[src/rtl/mul_pkg.sv]
`default_nettype none
// ============================================================================
//  Module      : mul_pkg
//  Description : Shared definitions for the sequential shift-add multiplier:
//                FSM state type and the default operand width.
//  Revision    : 1.0 - initial release
// ============================================================================
package mul_pkg;

    // Default operand width in bits (legal range 2..64)
    localparam int c_DEFAULT_SIZE = 32;

    // Multiplier control FSM states
    typedef enum logic [1:0] {
        ST_IDLE = 2'd0,
        ST_CALC = 2'd1,
        ST_DONE = 2'd2
    } mul_state_t;

endpackage : mul_pkg
`default_nettype wire

[src/rtl/mul_unsigned_nbit.sv]
`default_nettype none
// ============================================================================
//  Module      : mul_unsigned_nbit
//  Description : Unsigned radix-2 shift-add datapath. Holds the 2*SIZE
//                accumulator, the left-shifting multiplicand, the right-
//                shifting multiplier and the iteration counter. Exposes the
//                accumulator value that the current step produces so the
//                caller can capture the final sum on the same edge.
//                Optional macro MUL_NBIT_EARLY_EXIT_EN: flag the last step as
//                soon as the remaining multiplier becomes zero.
//  Revision    : 1.0 - initial release
// ============================================================================
module mul_unsigned_nbit
    import mul_pkg::*;
#(
    parameter int SIZE = c_DEFAULT_SIZE
) (
    input  logic                clk,
    input  logic                rst_n,
    input  logic                i_load,
    input  logic                i_step,
    input  logic [SIZE-1:0]     i_mcand_mag,
    input  logic [SIZE-1:0]     i_mplier_mag,
    output logic [2*SIZE-1:0]   o_acc_next,
    output logic                o_last_step
);

    localparam int             c_CW   = (SIZE > 2) ? $clog2(SIZE) : 1;
    localparam logic [c_CW-1:0] c_LAST = c_CW'(SIZE - 1);
    localparam logic [c_CW-1:0] c_ONE  = c_CW'(1);

    logic [2*SIZE-1:0] r_acc;
    logic [2*SIZE-1:0] r_mcand;
    logic [SIZE-1:0]   r_mplier;
    logic [c_CW-1:0]   r_count;
    logic [2*SIZE-1:0] w_addend;
    logic [2*SIZE-1:0] w_acc_next;

    // Partial-product selection, accumulation and end-of-calculation detect
    always_comb begin
        w_addend   = r_mplier[0] ? r_mcand : '0;
        w_acc_next = r_acc + w_addend;
        o_acc_next = w_acc_next;
`ifdef MUL_NBIT_EARLY_EXIT_EN
        // Once the shifted-out multiplier is empty no further additions occur
        o_last_step = (r_count == c_LAST) || (r_mplier[SIZE-1:1] == '0);
`else
        o_last_step = (r_count == c_LAST);
`endif
    end

    // Load operands on accept, otherwise advance one shift-add step per cycle
    always_ff @(posedge clk or negedge rst_n) begin
        if (!rst_n) begin
            r_acc    <= '0;
            r_mcand  <= '0;
            r_mplier <= '0;
            r_count  <= '0;
        end else if (i_load) begin
            r_acc    <= '0;
            r_mcand  <= {{SIZE{1'b0}}, i_mcand_mag};
            r_mplier <= i_mplier_mag;
            r_count  <= '0;
        end else if (i_step) begin
            r_acc    <= w_acc_next;
            r_mcand  <= {r_mcand[2*SIZE-2:0], 1'b0};
            r_mplier <= {1'b0, r_mplier[SIZE-1:1]};
            r_count  <= r_count + c_ONE;
        end
    end

endmodule : mul_unsigned_nbit
`default_nettype wire

[src/rtl/mul_nbit.sv]
`default_nettype none
// ============================================================================
//  Module      : mul_nbit
//  Description : Sequential SIZE x SIZE multiplier with per-operand signed /
//                unsigned selection and a full 2*SIZE-bit product. Operands
//                are converted to magnitudes on accept, multiplied by the
//                unsigned shift-add datapath, and the result sign is applied
//                when the product register is loaded.
//                Optional macro MUL_NBIT_EARLY_EXIT_EN: finish as soon as the
//                remaining multiplier is zero (variable latency, same result).
//  Revision    : 1.0 - initial release
// ============================================================================
module mul_nbit
    import mul_pkg::*;
#(
    parameter int SIZE = c_DEFAULT_SIZE
) (
    input  logic                clk,
    input  logic                rst_n,
    input  logic                start,
    output logic                ready,
    output logic                valid,
    input  logic                a_signed,
    input  logic                b_signed,
    input  logic [SIZE-1:0]     multiplicand,
    input  logic [SIZE-1:0]     multiplier,
    output logic [2*SIZE-1:0]   product
);

    mul_state_t        r_state;
    mul_state_t        w_next_state;
    logic              w_load;
    logic              w_step;
    logic              w_finish;
    logic              w_a_neg;
    logic              w_b_neg;
    logic [SIZE-1:0]   w_a_mag;
    logic [SIZE-1:0]   w_b_mag;
    logic              r_negate;
    logic [2*SIZE-1:0] w_acc_next;
    logic              w_last_step;
    logic [2*SIZE-1:0] r_product;

    // Operand magnitudes; the most negative value negates to itself, which
    // read as unsigned is exactly 2^(SIZE-1)
    always_comb begin
        w_a_neg = a_signed & multiplicand[SIZE-1];
        w_b_neg = b_signed & multiplier[SIZE-1];
        w_a_mag = w_a_neg ? (-multiplicand) : multiplicand;
        w_b_mag = w_b_neg ? (-multiplier)   : multiplier;
    end

    // FSM state register
    always_ff @(posedge clk or negedge rst_n) begin
        if (!rst_n) begin
            r_state <= ST_IDLE;
        end else begin
            r_state <= w_next_state;
        end
    end

    // FSM next-state and control outputs
    always_comb begin
        w_next_state = r_state;
        ready        = 1'b0;
        valid        = 1'b0;
        w_load       = 1'b0;
        w_step       = 1'b0;
        w_finish     = 1'b0;
        case (r_state)
            ST_IDLE: begin
                ready = 1'b1;
                if (start) begin
                    w_load       = 1'b1;
                    w_next_state = ST_CALC;
                end
            end
            ST_CALC: begin
                w_step = 1'b1;
                if (w_last_step) begin
                    w_finish     = 1'b1;
                    w_next_state = ST_DONE;
                end
            end
            ST_DONE: begin
                valid        = 1'b1;
                w_next_state = ST_IDLE;
            end
            default: begin
                w_next_state = ST_IDLE;
            end
        endcase
    end

    // Result sign, captured together with the operands
    always_ff @(posedge clk or negedge rst_n) begin
        if (!rst_n) begin
            r_negate <= 1'b0;
        end else if (w_load) begin
            r_negate <= w_a_neg ^ w_b_neg;
        end
    end

    // Product register: loaded with the final (signed-corrected) sum on the
    // edge that enters DONE, held otherwise
    always_ff @(posedge clk or negedge rst_n) begin
        if (!rst_n) begin
            r_product <= '0;
        end else if (w_finish) begin
            r_product <= r_negate ? (-w_acc_next) : w_acc_next;
        end
    end

    assign product = r_product;

    mul_unsigned_nbit #(
        .SIZE (SIZE)
    ) u_datapath (
        .clk          (clk),
        .rst_n        (rst_n),
        .i_load       (w_load),
        .i_step       (w_step),
        .i_mcand_mag  (w_a_mag),
        .i_mplier_mag (w_b_mag),
        .o_acc_next   (w_acc_next),
        .o_last_step  (w_last_step)
    );

endmodule : mul_nbit
`default_nettype wire

[config.mk]
export PLATFORM = sky130hd
export DESIGN_NAME = mul_nbit
export DESIGN_NICKNAME = d
export VERILOG_FILES = /design/src/rtl/mul_pkg.sv /design/src/rtl/mul_unsigned_nbit.sv /design/src/rtl/mul_nbit.sv
export SDC_FILE = /design/constraint.sdc
export NUM_CORES = 1
export LEC_CHECK = 0
export BUFFER_PORTS_ARGS = -buffer_cell sky130_fd_sc_hd__buf_2
export CORE_MARGIN = 1.5
export CORE_UTILIZATION = 30
export DETAILED_ROUTE_END_ITERATION = 10
export GPL_ROUTABILITY_DRIVEN = 1
export GPL_TIMING_DRIVEN = 0
export PLACE_DENSITY = 0.5
export SLEW_MARGIN = 40
export SYNTH_ARGS = -nofsm -noshare
export SYNTH_HDL_FRONTEND = slang
export SYNTH_SLANG_ARGS = --single-unit
[constraint.sdc]
create_clock -name clk -period 8.15 [get_ports clk]
set_input_delay 0.4075 -clock clk [delete_from_list [all_inputs] [get_ports clk]]
set_output_delay 0.4075 -clock clk [all_outputs]
set_load 0.05 [all_outputs]
==> reports/summary.log <==
INFO  outcome        status=complete, no violations
INFO  power          total_power=0.00856W
INFO  power          leakage=8.11nW
INFO  critical_path  timing.critical_path.fanout_max=10
INFO  sta            skew=0.0165ns
INFO  yosys          ys_ff_latch=232
INFO  sta            max-slew-margin-rel=0.394
INFO  floorplan      design.portCount=135
INFO  global_route   globalRouteTotalUtil=0.220
INFO  finish         fill_cells=6077
INFO  yosys          sequential_fraction_of_the_synthesis_area=0.342
INFO  critical_path  crit_path_cells=clkbuf_1, clkbuf_1, and2_1, ha_1, inv_1, fa_1, nand2b_1, a21oi_2, o21ai_2, o31ai_2, xnor2_1, nand3_1, or3b_1, nor3_2, nand4_1, o21ai_1, xnor2_1, o21ai_1
INFO  sta            final.setup.tns=0ns
INFO  floorplan      die_y=241um
INFO  yosys          postSynthNetCount=2243
INFO  floorplan      floorplan.die_area=0.0581sqmm
INFO  yosys          yosys_warnings=0
INFO  critical_path  crit_path_top_delay_cell=sky130_fd_sc_hd__o31ai_2
INFO  sta            rsz0062_at_grt=no
INFO  global_route   wire_length_of_the_first_global_routing_pass=97600um
INFO  sta            drv_slew=0
INFO  sta            max_freq=160MHz
INFO  global_route   grt_start_max_net_pins=69
INFO  detailed_routing vias_per_cell=5.46
INFO  floorplan      fp.coreArea=0.0562sqmm
INFO  finish         areaGrowthSynthToFinish=15.7%
INFO  detailed_routing drc_viols=0
INFO  sta            timing.final.setup_violations=0
INFO  global_route   antenna_found_initial=1
INFO  clock_tree     cts_repair_resize_count=0
INFO  global_route   global_route.overflow_total=0
INFO  placement      port_buffers=134
INFO  floorplan      fp-row-count=87
INFO  floorplan      start_util=0.303
INFO  sta            report.final.hold_viol_count=0
INFO  yosys          postSynth.topFlopCell=sky130_fd_sc_hd__dfrtp_1
INFO  clock_tree     cts_tree=yes
INFO  critical_path  critical_path.endpoint_type=flip-flop
INFO  finish         drive_gt1_frac=0.113
INFO  detailed_routing route.detailed.wl_per_inst=21.1um
INFO  yosys          ys_types=94
INFO  critical_path  startpoint_type=flip-flop
INFO  clock_tree     numCtsBuffers=29
INFO  clock_tree     htree_levels=1
INFO  clock_tree     postCtsSetupBuffers=0
INFO  sta            final_min_period_over_clock_period=0.769
INFO  finish         final_antenna_diode_count=0
INFO  yosys          synth.cell_area=0.0170sqmm
INFO  placement      dp_slack=1.88ns
INFO  detailed_routing detailroute.via_count=16600
INFO  critical_path  critical_path.n_buffers_inverters=3
INFO  clock_tree     clockBufferDepth=3
INFO  clock_tree     total_number_of_clock_tree_sinks=232
INFO  run            drv_cap=0
INFO  clock_tree     cts-hold-fix-buffers=1
INFO  critical_path  crit_arrival=6.71ns
INFO  power          p_per_area=435mW/mm^2
INFO  critical_path  critPathKind=flip-flop to flip-flop
INFO  detailed_routing drt_wl_total=64400um
INFO  sta            worst_slack=1.88ns
INFO  critical_path  crit_required=8.59ns
INFO  detailed_routing drt_first_pass_iters=5
INFO  detailed_routing drtAntennaViolNets=0
INFO  finish         finalNetCount=2412
INFO  sta            period_needed=6.27ns
INFO  clock_tree     root_buffer=sky130_fd_sc_hd__clkbuf_16
INFO  global_route   first_global_vias=16200
INFO  floorplan      die_w=241um
INFO  clock_tree     clock_latency_on_the_worst_skew_pair=0.58ns
INFO  yosys          synth_area_per_cell=8.07squm
INFO  yosys          async_flop_share=1.00
INFO  critical_path  cp_slowest_stage_delay=0.66ns
INFO  clock_tree     path_clk_slew=0.06ns
INFO  detailed_routing first_iter_violations=1283
INFO  sta            worst_slew_pin_slew=0.887ns
INFO  critical_path  top_cell_family_by_delay_on_the_critical_path=simple AND/OR/NAND/NOR gates
INFO  placement      routabilityCongestion=0.927
INFO  placement      hpwl=51200um
INFO  yosys          synth-edff-count=0
INFO  yosys          synth_cells=2105
INFO  power          vdd_ir_drop_max=135uV
INFO  min_path       worst_hold_path_type=input port to flip-flop
## cells in the final DEF, fill, tap and decap left out, types with 21 or more instances in the layout
cell	count
sky130_fd_sc_hd__ha_1	68
sky130_fd_sc_hd__o31ai_1	25
sky130_fd_sc_hd__buf_2	146
sky130_fd_sc_hd__dfrtp_1	232
sky130_fd_sc_hd__nand2_1	310
sky130_fd_sc_hd__nor3_1	30
sky130_fd_sc_hd__inv_1	33
sky130_fd_sc_hd__xnor2_1	93
sky130_fd_sc_hd__o21ai_0	269
sky130_fd_sc_hd__xor2_1	59
sky130_fd_sc_hd__o21ai_1	50
sky130_fd_sc_hd__and2_1	85
sky130_fd_sc_hd__nand3_1	79
sky130_fd_sc_hd__nand4_1	44
sky130_fd_sc_hd__a21oi_1	115
sky130_fd_sc_hd__a22oi_1	64
sky130_fd_sc_hd__clkbuf_16	29
sky130_fd_sc_hd__nor2_1	99
sky130_fd_sc_hd__a21o_1	24
sky130_fd_sc_hd__or3_1	21
sky130_fd_sc_hd__clkbuf_1	113
## stage by stage
| step | util | hold slack, ns | instance area [sq um] | instances |
|---|---|---|---|---|
| 6_report | 0.350 | 0.115 | 19700 | 3050 |
| 5_1_grt | 0.350 | 0.122 | 19700 | 3050 |
| 4_1_cts | 0.350 | 0.0788 | 19600 | 3050 |
| 3_5_place_dp | 0.334 | 0.346 | 18700 | 2998 |
| 3_3_place_gp | 0.331 | 0.460 | 18600 | 2995 |
| 2_1_floorplan | - | 0.112 | 17000 | 2105 |
## metal layers
layer	track usage	vias to the layer above	part of all wire
li1	-	7977	-
met1	0.305	8080	0.46
met2	0.348	473	0.44
met3	0.0294	115	0.056
met4	0.0811	0	0.039
met5	0	-	0
## state kept, by name, summed over array words and instances, names as in the netlist
register,count
u_datapath.r_count,5
u_datapath.r_mcand,64
product,64
u_datapath.r_acc,64
r_negate,1
u_datapath.r_mplier,32
r_state,2
## worst register-to-register path: cells and delay by family (launching register included)
kind | cells | cell delay (ns)
DFF | 1 | 0.34
buffers and inverters | 3 | 0.94
xor gates and xnor gates | 2 | 0.45
AOI/OAI and AO/OA | 5 | 1.36
adders and majority gates | 2 | 0.61
and+or+nand+nor | 6 | 2.43
## synth_stat cells, drive strengths merged (14+ instances only)
cell type    n  share of area
a21o        24          0.011
a21oi      121          0.037
a22oi       65          0.029
and2        85          0.031
and3        14         0.0052
buf         22         0.0066
clkbuf     110          0.024
dfrtp      232           0.34
ha          68          0.050
inv         33         0.0073
nand2      311          0.069
nand2b      19         0.0070
nand3       81          0.025
nand4       47          0.018
nor2        99          0.022
nor3        34          0.011
nor4        16         0.0059
o211ai      19         0.0090
o21ai      321          0.095
o31ai       30          0.015
or3         21         0.0077
xnor2       93          0.048
xor2        59          0.030
## layout make-up
type / count / area [sq um] / share of cell area
Buffer: 132 / 537 / 0.0273
Clock buffer: 40 / 797 / 0.0405
Clock inverter: 11 / 93.8 / 0.00477
Inverter: 33 / 124 / 0.00630
Multi-Input combinational cell: 1708 / 10600 / 0.538
Sequential cell: 232 / 5810 / 0.295
Tap cell: 756 / 946 / 0.0481
Timing Repair Buffer: 138 / 773 / 0.0393
## path summary, 6_finish.rpt
path	from	to	slack (ns)	depth (start not counted)
max reg2reg	u_datapath.r_mplier[0]	product[58]	1.88	18
max in group asynchronous	rst_n	product[30]	6.79	4
min	multiplier[31]	u_datapath.r_mplier[31]	0.12	3
min in group asynchronous	rst_n	u_datapath.r_mplier[20]	0.32	2
min reg2reg	product[22]	product[22]	0.47	2
max	u_datapath.r_mplier[0]	product[58]	1.88	18
## cells by family after synthesis
group,Yosys count,synth area share
buffers and inverters,165,0.0382
and+or+nand+nor,779,0.227
AOI/OAI and AO/OA,694,0.255
xor gates and xnor gates,152,0.0783
adders and majority gates,69,0.0512
DFF,232,0.342
muxes,14,0.00854
## power breakdown
| part | internal (W) | switching, W | total (W) |
|---|---|---|---|
| clock network | 0.000712 | 0.000534 | 0.00125 |
| logic | 0.00165 | 0.00364 | 0.00529 |
| registers | 0.00168 | 0.000341 | 0.00202 |
| total | 0.00404 | 0.00452 | 0.00856 |
Note: power is estimated with default switching activity, not from simulation.
